### config.mk
export PLATFORM = sky130hd
export DESIGN_NAME = speed_pi_regulator_module
export DESIGN_NICKNAME = d
export VERILOG_FILES = /design/src/rtl/pmsm_ctrl_pkg.sv /design/src/rtl/pi_sat_mac_unit.sv /design/src/rtl/speed_pi_regulator_module.sv
export SDC_FILE = /design/constraint.sdc
export NUM_CORES = 1
export LEC_CHECK = 0
export CORE_UTILIZATION = 47
export DETAILED_ROUTE_END_ITERATION = 10
export SETUP_SLACK_MARGIN = 0.15
export SLEW_MARGIN = 20
export SYNTH_ARGS = -nofsm -noshare
export SYNTH_HDL_FRONTEND = slang
export SYNTH_SLANG_ARGS = --single-unit
### constraint.sdc
create_clock -name sys_clk -period 8.3 [get_ports sys_clk]
set_input_delay 0.83 -clock sys_clk [delete_from_list [all_inputs] [get_ports sys_clk]]
set_output_delay 0.83 -clock sys_clk [all_outputs]
set_load 0.005 [all_outputs]
### src/rtl/pmsm_ctrl_pkg.sv
// Shared PMSM control types and Q15 helpers: speed-PI FSM states, Q15 bounds,
// and the saturating / symmetric-clamp narrowing functions.
package pmsm_ctrl_pkg;

    typedef enum logic [2:0] {
        S_IDLE,
        S_ERR,
        S_PMUL,
        S_IMUL,
        S_SUM,
        S_OUT
    } speed_pi_state_t;

    localparam logic signed [15:0] Q15_MAX = 16'sh7FFF;
    localparam logic signed [15:0] Q15_MIN = 16'sh8000;

    function automatic logic signed [15:0] sat_q15(input logic signed [63:0] v);
        if (v > 64'sd32767)
            return Q15_MAX;
        else if (v < -64'sd32768)
            return Q15_MIN;
        else
            return v[15:0];
    endfunction

    // Clamp to [-lim, +lim]; lim <= 32767 so the result always fits in Q15.
    function automatic logic signed [15:0] clamp_sym(input logic signed [63:0] v,
                                                     input logic [14:0] lim);
        logic signed [63:0] hi;
        logic signed [63:0] lo;
        logic signed [63:0] r;
        hi = {49'd0, lim};
        lo = -hi;
        r  = v;
        if (v > hi)
            r = hi;
        else if (v < lo)
            r = lo;
        return r[15:0];
    endfunction

endpackage

### src/rtl/pi_sat_mac_unit.sv
// Shared signed-by-unsigned multiply with selectable arithmetic shift, plus a
// symmetric clamp; time-shared across the PI regulator's states.
module pi_sat_mac_unit
    import pmsm_ctrl_pkg::*;
#(
    parameter int DATA_WIDTH = 16,
    parameter int ACC_WIDTH  = 32,
    parameter int KP_SHIFT   = 12,
    parameter int KI_SHIFT   = 15
) (
    input  logic signed [DATA_WIDTH-1:0] err,
    input  logic        [DATA_WIDTH-1:0] gain,
    input  logic                         use_ki,
    input  logic signed [ACC_WIDTH:0]    clamp_in,
    input  logic        [DATA_WIDTH-2:0] limit,
    output logic signed [ACC_WIDTH-1:0]  prod_out,
    output logic signed [DATA_WIDTH-1:0] clamp_out,
    output logic                         clamped
);

    localparam int PW = 2 * DATA_WIDTH + 1;
    localparam logic signed [63:0] ACC_MAX = (64'sd1 <<< (ACC_WIDTH - 1)) - 64'sd1;
    localparam logic signed [63:0] ACC_MIN = -(64'sd1 <<< (ACC_WIDTH - 1));

    logic signed [PW-1:0] prod;
    logic signed [PW-1:0] shifted;
    logic signed [63:0]   wide;
    logic signed [63:0]   clamp_wide;

    always_comb begin
        // Gain is unsigned: zero-extend it into a signed operand before multiplying.
        prod    = PW'($signed({1'b0, gain})) * PW'(err);
        shifted = use_ki ? (prod >>> KI_SHIFT) : (prod >>> KP_SHIFT);
        wide    = 64'(shifted);
        if (wide > ACC_MAX)
            prod_out = ACC_MAX[ACC_WIDTH-1:0];
        else if (wide < ACC_MIN)
            prod_out = ACC_MIN[ACC_WIDTH-1:0];
        else
            prod_out = wide[ACC_WIDTH-1:0];

        clamp_wide = 64'(clamp_in);
        clamp_out  = clamp_sym(clamp_wide, limit);
        clamped    = (clamp_wide != 64'(clamp_out));
    end

endmodule

### src/rtl/speed_pi_regulator_module.sv
// Speed-loop PI regulator: Q15 speed error -> clamped Q15 iq reference, one
// multi-cycle computation per speed sample. SPEED_PI_DEADBAND_EN adds an error deadband.
module speed_pi_regulator_module
    import pmsm_ctrl_pkg::*;
#(
    parameter int DATA_WIDTH = 16,
    parameter int KP_SHIFT   = 12,
    parameter int KI_SHIFT   = 15,
    parameter int ACC_WIDTH  = 32
`ifdef SPEED_PI_DEADBAND_EN
    ,
    parameter int DEADBAND   = 8
`endif
) (
    input  logic                  sys_clk,
    input  logic                  reset,
    input  logic                  enable_in,
    input  logic                  speed_valid_in,
    input  logic [DATA_WIDTH-1:0] speed_ref_in,
    input  logic [DATA_WIDTH-1:0] speed_fbk_in,
    input  logic [DATA_WIDTH-1:0] kp_in,
    input  logic [DATA_WIDTH-1:0] ki_in,
    input  logic [DATA_WIDTH-2:0] iq_limit_in,
    output logic [DATA_WIDTH-1:0] iq_ref_out,
    output logic                  iq_ref_valid_out,
    output logic                  saturation_out,
    output logic                  busy_out
);

    speed_pi_state_t state_reg, state_next;

    logic signed [DATA_WIDTH-1:0] ref_reg, fbk_reg, err_reg, iq_reg;
    logic        [DATA_WIDTH-1:0] kp_reg, ki_reg;
    logic        [DATA_WIDTH-2:0] lim_reg;
    logic signed [ACC_WIDTH-1:0]  p_reg, di_reg, acc_reg, sum_reg;
    logic                         valid_reg, sat_reg;

    logic signed [DATA_WIDTH:0]   diff;
    logic signed [DATA_WIDTH-1:0] err_val;
    logic signed [ACC_WIDTH:0]    acc_sum, clamp_in, sum_wide;
    logic signed [ACC_WIDTH-1:0]  sum_sat, prod_val;
    logic signed [DATA_WIDTH-1:0] clamp_val;
    logic                         clamped;

    pi_sat_mac_unit #(
        .DATA_WIDTH(DATA_WIDTH),
        .ACC_WIDTH (ACC_WIDTH),
        .KP_SHIFT  (KP_SHIFT),
        .KI_SHIFT  (KI_SHIFT)
    ) u_mac (
        .err      (err_reg),
        .gain     ((state_reg == S_IMUL) ? ki_reg : kp_reg),
        .use_ki   (state_reg == S_IMUL),
        .clamp_in (clamp_in),
        .limit    (lim_reg),
        .prod_out (prod_val),
        .clamp_out(clamp_val),
        .clamped  (clamped)
    );

    always_comb begin
        diff    = {ref_reg[DATA_WIDTH-1], ref_reg} - {fbk_reg[DATA_WIDTH-1], fbk_reg};
        err_val = sat_q15(64'(diff));
`ifdef SPEED_PI_DEADBAND_EN
        if (err_val >= -DEADBAND && err_val <= DEADBAND)
            err_val = '0;
`endif
        acc_sum  = {acc_reg[ACC_WIDTH-1], acc_reg} + {di_reg[ACC_WIDTH-1], di_reg};
        // The clamp serves the integrator in SUM and the output in OUT.
        clamp_in = (state_reg == S_OUT) ? {sum_reg[ACC_WIDTH-1], sum_reg} : acc_sum;
        sum_wide = {p_reg[ACC_WIDTH-1], p_reg} + (ACC_WIDTH + 1)'(clamp_val);
        if (sum_wide[ACC_WIDTH] != sum_wide[ACC_WIDTH-1])
            sum_sat = sum_wide[ACC_WIDTH] ? {1'b1, {(ACC_WIDTH-1){1'b0}}}
                                          : {1'b0, {(ACC_WIDTH-1){1'b1}}};
        else
            sum_sat = sum_wide[ACC_WIDTH-1:0];
    end

    always_ff @(posedge sys_clk) begin
        if (reset)
            state_reg <= S_IDLE;
        else
            state_reg <= state_next;
    end

    always_comb begin
        state_next = state_reg;
        case (state_reg)
            S_IDLE:  if (speed_valid_in && enable_in) state_next = S_ERR;
            S_ERR:   state_next = S_PMUL;
            S_PMUL:  state_next = S_IMUL;
            S_IMUL:  state_next = S_SUM;
            S_SUM:   state_next = S_OUT;
            S_OUT:   state_next = S_IDLE;
            default: state_next = S_IDLE;
        endcase
    end

    always_ff @(posedge sys_clk) begin
        if (reset) begin
            ref_reg   <= '0;
            fbk_reg   <= '0;
            kp_reg    <= '0;
            ki_reg    <= '0;
            lim_reg   <= '0;
            err_reg   <= '0;
            p_reg     <= '0;
            di_reg    <= '0;
            acc_reg   <= '0;
            sum_reg   <= '0;
            iq_reg    <= '0;
            sat_reg   <= 1'b0;
            valid_reg <= 1'b0;
        end else begin
            valid_reg <= 1'b0;
            case (state_reg)
                S_IDLE: begin
                    if (!enable_in) begin
                        acc_reg <= '0;
                        iq_reg  <= '0;
                        sat_reg <= 1'b0;
                    end else if (speed_valid_in) begin
                        ref_reg <= speed_ref_in;
                        fbk_reg <= speed_fbk_in;
                        kp_reg  <= kp_in;
                        ki_reg  <= ki_in;
                        lim_reg <= iq_limit_in;
                    end
                end
                S_ERR:  err_reg <= err_val;
                S_PMUL: p_reg   <= prod_val;
                S_IMUL: di_reg  <= prod_val;
                S_SUM: begin
                    acc_reg <= ACC_WIDTH'(clamp_val);
                    sum_reg <= sum_sat;
                end
                S_OUT: begin
                    iq_reg    <= clamp_val;
                    sat_reg   <= clamped;
                    valid_reg <= 1'b1;
                end
                default: ;
            endcase
        end
    end

    assign iq_ref_out       = iq_reg;
    assign iq_ref_valid_out = valid_reg;
    assign saturation_out   = sat_reg;
    assign busy_out         = (state_reg != S_IDLE);

endmodule

Word level (Yosys, flattened, before mapping)
Cells that the tools add are included.
Widths: inputs -> output; s select.
{"block": "word_totals", "ff_bits": 244, "inputBits": 83, "out_inout_bits": 19, "word_cells": 62}
{"block": "classes", "addsub": 4, "multipliers": 1, "order_cmp": 6, "eq_ne": 9, "n_mux": 20, "reduce_logical": 8}
{"cell": "$mux 32", "count": 5}
{"cell": "$mux 16", "count": 6}
{"cell": "$lt 33x64->1", "count": 1}
{"cell": "$neg 15->64", "count": 1}
{"cell": "$pmux 32 s2", "count": 1}
{"cell": "$add 32x16->33", "count": 1}
{"cell": "$add 32x32->33", "count": 1}
{"cell": "$gt 33x16->1", "count": 1}
{"cell": "$mul 17x16->33", "count": 1}
{"cell": "$mux 33", "count": 1}
{"cell": "$ne 33x16->1", "count": 1}
{"cell": "$gt 21x32->1 const B", "count": 1}
{"cell": "$lt 21x32->1 const B", "count": 1}
{"cell": "$pmux 16 s2", "count": 1}
{"cell": "$mux 20", "count": 1}
{"cell": "$gt 17x16->1 const B", "count": 1}
{"cell": "$lt 17x16->1 const B", "count": 1}
{"cell": "$sub 16x16->17", "count": 1}
{"cell": "$pmux 3 s5", "count": 1}
{"cell": "$eq 3x2->1 const B", "count": 2}
{"cell": "$eq 3x3->1 const B", "count": 2}
{"cell": "$ne 2x2->1 const B", "count": 2}
{"cell": "$reduce_and 2->1", "count": 2}
{"cell": "$reduce_bool 2->1", "count": 2}
{"cell": "9 further kinds", "count": 10}

Logic depth before layout (Yosys ltp)
Gate-level depths: netlist (run 1).
{"block": "logic_depth", "ltp_word": 8, "ltp_mapped": 38, "ltp_nobuf": 35}

By module
A second synthesis (run 1) with hierarchy kept.
{"block": "unflattened", "cells_unflattened": 3064, "area_unflattened_um2": 24493.5}
{"module": "speed_pi_regulator_module", "n_inst": 1, "cells_each": 1672, "area_per_inst_um2": 12896.1, "seq_area_each_um2": 4564.4}
{"module": "pi_sat_mac_unit", "n_inst": 1, "cells_each": 1392, "area_per_inst_um2": 11597.4, "seq_area_each_um2": 0.0}

Worst setup path after synthesis (run 1)
Ideal clock, no wire load.
{"block": "synth_timing", "path_type": "register to register", "from": "register di_reg[0]", "to": "register sum_reg[7]", "setup_ns": 0.133, "arrival_ns": 7.393, "required_time_ns": 8.167, "setup_slack_ns": 0.775, "stages_incl_launch_ff": 39, "path_buffers": 3, "synth_period_minus_slack_ns": 7.525, "path_cell_list": "dfxtp_1 -> ha_1 -> fa_1 -> a211oi_1 -> o211ai_1 -> a21oi_1 -> o21ai_1 -> a21o_1 -> nand2_1 -> a221o_1 -> ha_1 -> nand4_1 -> or3_1 -> a21oi_1 -> nor2_1 -> mux2_2 -> a21oi_1 -> o21ai_1 -> [... 3 more ...] -> nor2_1 -> a21oi_1 -> ha_1 -> a211o_1 -> a21oi_1 -> nor2_1 -> a211oi_1 -> a2111oi_0 -> o21ai_0 -> o21a_1 -> nand2_1 -> nor2_1 -> mux2i_4 -> xnor2_2 -> buf_6 -> buf_6 -> o2111ai_1 -> a31oi_1"}
{"block": "synth_between", "elab_chain_cells": 8, "elab_cells_between_ends": 10, "cone_classes": "add/sub: 2; order compare: 2; eq/ne: 1; mux: 5"}
{"item": "from (decl)", "line": "speed_pi_regulator_module.sv:35", "rtl": "logic signed [ACC_WIDTH-1:0] p_reg, di_reg, acc_reg, sum_reg;"}
{"item": "from (signal assigned)", "line": "speed_pi_regulator_module.sv:132", "rtl": "S_IMUL: di_reg <= prod_val;"}
{"item": "$add 32x32->33 (*)", "line": "speed_pi_regulator_module.sv:68", "rtl": "acc_sum = {acc_reg[ACC_WIDTH-1], acc_reg} + {di_reg[ACC_WIDTH-1], di_reg};"}
{"item": "$mux 33 (*)", "line": "speed_pi_regulator_module.sv:70", "rtl": "clamp_in = (state_reg == S_OUT) ? {sum_reg[ACC_WIDTH-1], sum_reg} : acc_sum;"}
{"item": "$lt 33x64->1", "line": "pmsm_ctrl_pkg.sv:37", "rtl": "else if (v < lo)"}
{"item": "$mux 16", "line": "pmsm_ctrl_pkg.sv:37"}
{"item": "$mux 16 (*)", "line": "pmsm_ctrl_pkg.sv:35", "rtl": "if (v > hi)"}
{"item": "$add 32x16->33 (*)", "line": "speed_pi_regulator_module.sv:71", "rtl": "sum_wide = {p_reg[ACC_WIDTH-1], p_reg} + (ACC_WIDTH + 1)'(clamp_val);"}
{"item": "$mux 32 / $ne 1x1->1 (equally long branches)", "line": "speed_pi_regulator_module.sv:73, speed_pi_regulator_module.sv:72"}
{"item": "$mux 32 (*)", "line": "speed_pi_regulator_module.sv:72", "rtl": "if (sum_wide[ACC_WIDTH] != sum_wide[ACC_WIDTH-1])"}
{"item": "to (signal assigned)", "line": "speed_pi_regulator_module.sv:135", "rtl": "sum_reg <= sum_sat;"}
{"item": "to (decl)", "line": "speed_pi_regulator_module.sv:35"}
Every way passes the cells marked *; elsewhere a longest branch is shown, timed or not.
A chain may end at the register's enable or synchronous reset.

Worst setup path in the final report (run 1)
{"block": "layout_timing", "from": "register state_reg[0]", "to": "register di_reg[19]"}
{"block": "layout_between", "elab_chain_cells": 7, "elab_cells_between_ends": 8, "cone_classes": "mul: 1; order compare: 2; eq/ne: 1; mux: 4"}
{"item": "from (decl)", "line": "speed_pi_regulator_module.sv:30", "rtl": "speed_pi_state_t state_reg, state_next;"}
{"item": "from (signal assigned)", "line": "speed_pi_regulator_module.sv:83", "rtl": "state_reg <= state_next;"}
{"item": "$eq 3x2->1 (*)", "line": "speed_pi_regulator_module.sv:52, speed_pi_regulator_module.sv:53, speed_pi_regulator_module.sv:116"}
{"item": "$mux 16", "line": "speed_pi_regulator_module.sv:52", "rtl": ".gain ((state_reg == S_IMUL) ? ki_reg : kp_reg),"}
{"item": "$mul 17x16->33", "line": "pi_sat_mac_unit.sv:32", "rtl": "prod = PW'($signed({1'b0, gain})) * PW'(err);"}
{"item": "$mux 20", "line": "pi_sat_mac_unit.sv:33", "rtl": "shifted = use_ki ? (prod >>> KI_SHIFT) : (prod >>> KP_SHIFT);"}
{"item": "$lt 21x32->1", "line": "pi_sat_mac_unit.sv:37", "rtl": "else if (wide < ACC_MIN)"}
{"item": "$mux 32", "line": "pi_sat_mac_unit.sv:37"}
{"item": "$mux 32", "line": "pi_sat_mac_unit.sv:35", "rtl": "if (wide > ACC_MAX)"}
Marked as above.

==> qor.csv, run 1 <==
metric,value,unit
fin_cells,3443,
portBuffers,101,
worstHoldPathType,reg2reg,
fin_skew,0.0109,ns
slowest_stage,fa_1,
power.internal,0.00233,W
routed_via_density,5.51,
pwr-share-clk,27.0,%
crit_type,reg2reg,
ios,102,
power_frac_seq,29.2,%
synth_top_area_cell,dfxtp_1,
crit_required,8.79,ns
fill_cells,4389,
leakage,11.7,nW
timing.fmax,129,MHz
die_h,217,µm
timing.slew.headroom,34.6,%
drt_iter0_drc,1275,
grt_pass1_vias,19200,
detail_route.first_pass.iterations,5,
cts-htree-levels,1,
dieArea,0.0471,mm²
setup_tns,0,ns
ant_nets,0,
diodes,0,
dp_hpwl,51.1,mm
hold_viol_final,0,
holdWs,0.451,ns
mostFrequentLayoutCell,nand2_1,
wire_per_inst,18.5,µm
synth_fp_nets,3227,
grt_setup_unrepaired,yes,
place_congestion,0.915,
grt-ovfl-total,0,
swShare,40.6,%
slowest_delay,0.55,ns
start_util,47.8,%
fin_area,0.0248,mm²
clk_latency,0.56,ns
synth-seq-cells,208,
outcome,"complete, no violations",
drive_above_1_share,8.05,%
yosysUniqueCellTypes,74,
synth-edff-count,0,
numCtsBuffers,25,
clk_path_buf_depth,3,
drc,0,
max_cap_viol_count,0,
p_per_area,158,mW/mm²
final_nets,3340,
core_area,0.0455,mm²
power_frac_comb,43.8,%
final_cell_mix,"468 x nand2_1, 314 x inv_1, 233 x ha_1",
num_vias,19000,
synth_area,0.0217,mm²
synthToLayoutAreaGrowth,14.1,%
cts_tree,built,
ir_worst_vdd,160,µV
period_share,93.0,%
netlist_top_cells_area,"dfxtp_1 19%, fa_1 18%, ha_1 14%",
clock_sinks,208,
rows,78,
place_area,0.0239,mm²
setup.worst_path.end_class,flop,
period_needed,7.72,ns
routed_wl,63.8,mm
async_reset_ff_share,0,%
worstMarginPinSlew,0.981,ns
cp.arrival,8.22,ns
grt_pass1_wl,103,mm
worst-path-max-fanout,16,
synth-main-ff-cell,dfxtp_1,
switching_power,0.00160,W
cts-hold-fix-buffers,0,
synth_top_area_share,19.1,%
synthCells,2713,
clkTransAtPathRegs,0.06,ns
postSynthAreaPerCell,8.02,µm²
startpoint_type,flop,
finalSetupViolCount,0,
die_w,217,µm
place_inst,3395,
antenna_found_initial,0,
synth_warnings,0,
cts_root_buf,clkbuf_16,
grt_max_degree,80,
cp_common_cell,fa_1,
slew_violations,0,
track_usage,27.9,%
seq_area_frac_synth,19.1,%
largest_reg_flops,32,
[logic make-up (layout without fill, tap and decap cells)]
| group | after synthesis | in the layout | share of synthesized area, % |
|---|---|---|---|
| adders and majority gates | 432 | 432 | 31.6 |
| AOI/OAI and AO/OA | 562 | 562 | 16.1 |
| muxes | 27 | 27 | 1.35 |
| and+or+nand+nor | 925 | 925 | 19.5 |
| xor gates and xnor gates | 107 | 107 | 4.34 |
| buffers and inverters | 452 | 582 | 7.96 |
| DFF | 208 | 208 | 19.1 |
[area by class of cell]
class / count / area (µm²) / share of cell area (%)
tap: 600 / 751 / 3.02
inverter: 314 / 1180 / 4.75
clock buffer: 33 / 716 / 2.88
multi-input combinational: 2053 / 16000 / 64.3
sequential: 208 / 4160 / 16.8
clock inverter: 11 / 71.3 / 0.287
timing repair buffer: 224 / 1970 / 7.94
[synth_stat cells, types with 18 or more instances]
master / count
nand2_1: 470
inv_1: 314
ha_1: 235
a21oi_1: 232
dfxtp_1: 208
fa_1: 196
nor2_1: 149
and2_1: 127
clkbuf_1: 114
o21ai_0: 89
xnor2_1: 82
a21o_1: 39
a211oi_1: 37
nor3_1: 36
nand3_1: 28
xor2_1: 24
nand4_1: 23
o21a_1: 23
mux2i_1: 20
a22oi_1: 19
a22o_1: 18
[metal layers]
metal | track usage [%] | vias to the layer above | part of all wire, %
li1 | - | 9176 | -
met1 | 42.4 | 9156 | 49
met2 | 41.4 | 552 | 42
met3 | 4.00 | 74 | 7.4
met4 | 5.85 | 0 | 1.9
met5 | 0 | - | 0
[power by group through the flow]
stage | clock [W] | sequential, W | combinational (W)
2_1_floorplan | 0 | 0.00109 | 0.00106
3_3_place_gp | 0 | 0.00116 | 0.00166
3_5_place_dp | 0 | 0.00116 | 0.00167
4_1_cts | 0.00109 | 0.00114 | 0.00168
5_1_grt | 0.00112 | 0.00115 | 0.00188
6_report | 0.00106 | 0.00115 | 0.00172
[through the flow]
stage / util, % / power, W / setup slack (ns)
after CTS: 54.3 / 0.00390 / 0.242
after global placement: 52.6 / 0.00282 / 0.445
after global routing: 54.6 / 0.00416 / 0.120
after floorplan: - / 0.00215 / 0.775
after detailed placement: 52.6 / 0.00283 / 0.304
final: 54.6 / 0.00393 / 0.577
[worst paths after layout]
| path | slack (ns) | endpoint | cells after the start | start |
|---|---|---|---|---|
| setup / recovery | 0.58 | di_reg[19]$_SDFFE_PP0P_ | 32 | state_reg[0]$_SDFFE_PP0P_ |
| hold / removal | 0.45 | kp_reg[0]$_SDFFE_PP0P_ | 2 | kp_reg[0]$_SDFFE_PP0P_ |
| setup reg to reg | 0.58 | di_reg[19]$_SDFFE_PP0P_ | 32 | state_reg[0]$_SDFFE_PP0P_ |
| hold reg to reg | 0.45 | kp_reg[0]$_SDFFE_PP0P_ | 2 | kp_reg[0]$_SDFFE_PP0P_ |
[critical path, delay by kind of cell, from the launching register on]
kind / cells / cell delay [ns]
XOR/XNOR: 1 / 0.13
flip-flops: 1 / 0.46
AO/OA/AOI/OAI: 9 / 1.81
AND/OR/NAND/NOR: 7 / 1.32
adder cells (fa/ha/maj): 7 / 3.00
buffers and inverters: 8 / 0.91
[what timing repair did]
item / CTS / global route
setup endpoints to repair: 0 / 37
gates resized for setup: 0 / 26
buffers inserted: 0 / 4
No activity file was read; power rests on OpenSTA's default activity.
==> inputs of run 2 (changes only) <==
--- a/config.mk
+++ b/config.mk
@@ -5,10 +5,11 @@
 export SDC_FILE = /design/constraint.sdc
 export NUM_CORES = 1
 export LEC_CHECK = 0
-export CORE_UTILIZATION = 47
+export CORE_UTILIZATION = 45
 export DETAILED_ROUTE_END_ITERATION = 10
 export SETUP_SLACK_MARGIN = 0.15
 export SLEW_MARGIN = 20
 export SYNTH_ARGS = -nofsm -noshare
 export SYNTH_HDL_FRONTEND = slang
 export SYNTH_SLANG_ARGS = --single-unit
+export TNS_END_PERCENT = 50
==> run 2 against run 1 <==
Effect of this change: first-iteration DRC count grew 3.1%; count of clock-buffer cells in the layout shrank 4; largest power group unchanged; clock power grew 17%; worst setup slack lost 0.024 ns; cell count is essentially flat; clock skew grew 0.0081 ns; sequential share of layout area is essentially flat; critical endpoint is now sum_reg[9]$_SDFFE_PP0P_; largest cell class unchanged.
==> qor.csv, run 2 (synthesized netlist as in run 1, its figures left out) <==
metric,value,unit,change
slew_violations,0,,unchanged
slowest_delay,0.45,ns,-0.10 ns
grt_max_degree,80,,unchanged
clk_latency,0.54,ns,-0.02 ns
drive_above_1_share,7.57,%,-0.48 points
power_frac_seq,28.4,%,-0.8 points
outcome,"complete, no violations",,
reg2reg_to,sum_reg[9]$_SDFFE_PP0P_,,
startpoint_type,flop,,
crit_required,8.69,ns,-0.10 ns
clock_sinks,208,,unchanged
cts-hold-fix-buffers,0,,unchanged
max_cap_viol_count,0,,unchanged
fill_cells,4581,,+4.4%
dieArea,0.0492,mm²,+4.4%
numCtsBuffers,25,,unchanged
min_from,ki_reg[0]$_SDFFE_PP0P_,,
wire_per_inst,18.4,µm,-0.80%
clkTransAtPathRegs,0.06,ns,about the same
largest_reg_flops,32,,unchanged
ios,102,,unchanged
ff2ff_path_depth,33,,+3.1%
drt_iter0_drc,1315,,+3.1%
setup_ws,0.553,ns,-0.0240 ns
setup_tns,0,ns,unchanged
timing.fmax,129,MHz,-0.31%
critical_path_depth,33,,+3.1%
worstMarginPinSlew,1.01,ns,+0.0288 ns
grt_pass1_vias,18900,,-1.4%
timing.slew.headroom,32.7,%,-1.9 points
power_frac_comb,41.0,%,-2.8 points
r2r_start,acc_reg[12]$_SDFFE_PP0P_,,
reg2reg_slack,0.55,ns,-0.02 ns
die_w,222,µm,+2.2%
core_area,0.0477,mm²,+5.0%
synthToLayoutAreaGrowth,14.2,%,about the same
track_usage,26.0,%,-1.9 points
rows,80,,+2.6%
pwr-share-clk,30.6,%,+3.6 points
swShare,38.8,%,-1.8 points
final_nets,3322,,-0.54%
setup.worst_path.end_class,flop,,
finalSetupViolCount,0,,unchanged
hold_end,ki_reg[0]$_SDFFE_PP0P_,,
hold_viol_final,0,,unchanged
power.internal,0.00247,W,+5.9%
clk_path_buf_depth,3,,unchanged
slowest_stage,ha_1,,
critPathTopFamily,compound AO/OA/AOI/OAI gates,,
final_cell_mix,"469 x nand2_1, 314 x inv_1, 232 x ha_1",,
cp_common_cell,a21oi_1,,
cts_tree,built,,
dp_hpwl,50.0,mm,-2.0%
routed_wl,63.3,mm,-0.86%
p_per_area,163,mW/mm²,+2.7%
detail_route.first_pass.iterations,5,,unchanged
num_vias,19000,,-0.016%
holdPathStages,2,,unchanged
grt-ovfl-total,0,,unchanged
routed_via_density,5.51,,about the same
leakage,11.7,nW,-0.46%
period_share,93.3,%,+0.29 points
crit_type,reg2reg,,
cp.arrival,8.13,ns,-0.09 ns
worstHoldPathType,reg2reg,,
cts_root_buf,clkbuf_16,,
switching_power,0.00157,W,-1.7%
start_util,45.5,%,-2.3 points
place_ws,0.231,ns,-0.0737 ns
period_needed,7.75,ns,+0.0240 ns
drc,0,,unchanged
ir_worst_vdd,265,µV,+65%
mostFrequentLayoutCell,nand2_1,,
grt_pass1_wl,102,mm,-1.4%
place_congestion,0.945,,+3.3%
path_buf_inv,1,,-7
diodes,0,,unchanged
fin_skew,0.0189,ns,+0.00808 ns
worst-path-max-fanout,13,,-3
cts-htree-levels,1,,unchanged
die_h,222,µm,+2.2%
antenna_found_initial,0,,unchanged
grt_setup_unrepaired,no,,
portBuffers,101,,unchanged
ant_nets,0,,unchanged
==> run 2: layout make-up <==
cell class	count	area [µm²]	area share, %
repair buffers	206	1830	7.39
clock buffers	29	671	2.70
well taps	615	769	3.10
inverters	314	1180	4.75
multi-input cells	2053	16000	64.3
flip-flops and latches	208	4160	16.8
clock inverters	16	249	1.00
==> run 2: power groups by stage <==
stage	logic, W	clock network (W)	registers [W]
after floorplan	0.00106	0	0.00109
final	0.00165	0.00124	0.00115
after detailed placement	0.00161	0	0.00116
after global routing	0.00182	0.00130	0.00115
after CTS	0.00162	0.00126	0.00114
after global placement	0.00159	0	0.00116
==> run 2: per-layer routing <==
layer / part of all wire (%) / vias up / wire [µm] / track usage, %
li1: - / 9158 / - / -
met1: 49 / 9195 / 31200 / 38.3
met2: 43 / 529 / 27100 / 40.4
met3: 5.8 / 73 / 3680 / 3.49
met4: 2.0 / 0 / 1250 / 5.42
met5: 0 / - / 0 / 0
==> run 2: worst max path at each step <==
stage / slack (ns) / start / end
2_1_floorplan: 0.77 / di_reg[0]$_SDFFE_PP0P_ / sum_reg[7]$_SDFFE_PP0P_
3_3_place_gp: 0.37 / di_reg[0]$_SDFFE_PP0P_ / sum_reg[30]$_SDFFE_PP0P_
3_5_place_dp: 0.23 / di_reg[0]$_SDFFE_PP0P_ / sum_reg[30]$_SDFFE_PP0P_
4_1_cts: 0.19 / di_reg[0]$_SDFFE_PP0P_ / sum_reg[3]$_SDFFE_PP0P_
5_1_grt: 0.08 / lim_reg[2]$_SDFFE_PP0P_ / sum_reg[17]$_SDFFE_PP0P_
6_report: 0.55 / acc_reg[12]$_SDFFE_PP0P_ / sum_reg[9]$_SDFFE_PP0P_
==> run 2: metrics by stage <==
stage	std cells	area, µm²	hold slack (ns)	power [W]	utilization [%]
3_3_place_gp	3389	23800	0.443	0.00276	49.8
6_report	3441	24800	0.453	0.00404	52.0
3_5_place_dp	3389	23800	0.445	0.00278	49.8
5_1_grt	3441	24800	0.472	0.00427	52.0
4_1_cts	3434	24700	0.454	0.00402	51.7
2_1_floorplan	2713	21700	0.433	0.00215	-
==> run 2: worst min-delay path, delay by kind of cell, from the launching register on <==
family | cells | cell delay [ns]
DFF | 1 | 0.30
and+or+nand+nor | 1 | 0.05
AOI/OAI and AO/OA | 1 | 0.05
==> run 2: timing repair <==
action                                  in CTS  in global routing
endpoints found under the setup margin       0                 45
setup buffers                                0                  7
gates resized for setup                      0                 26
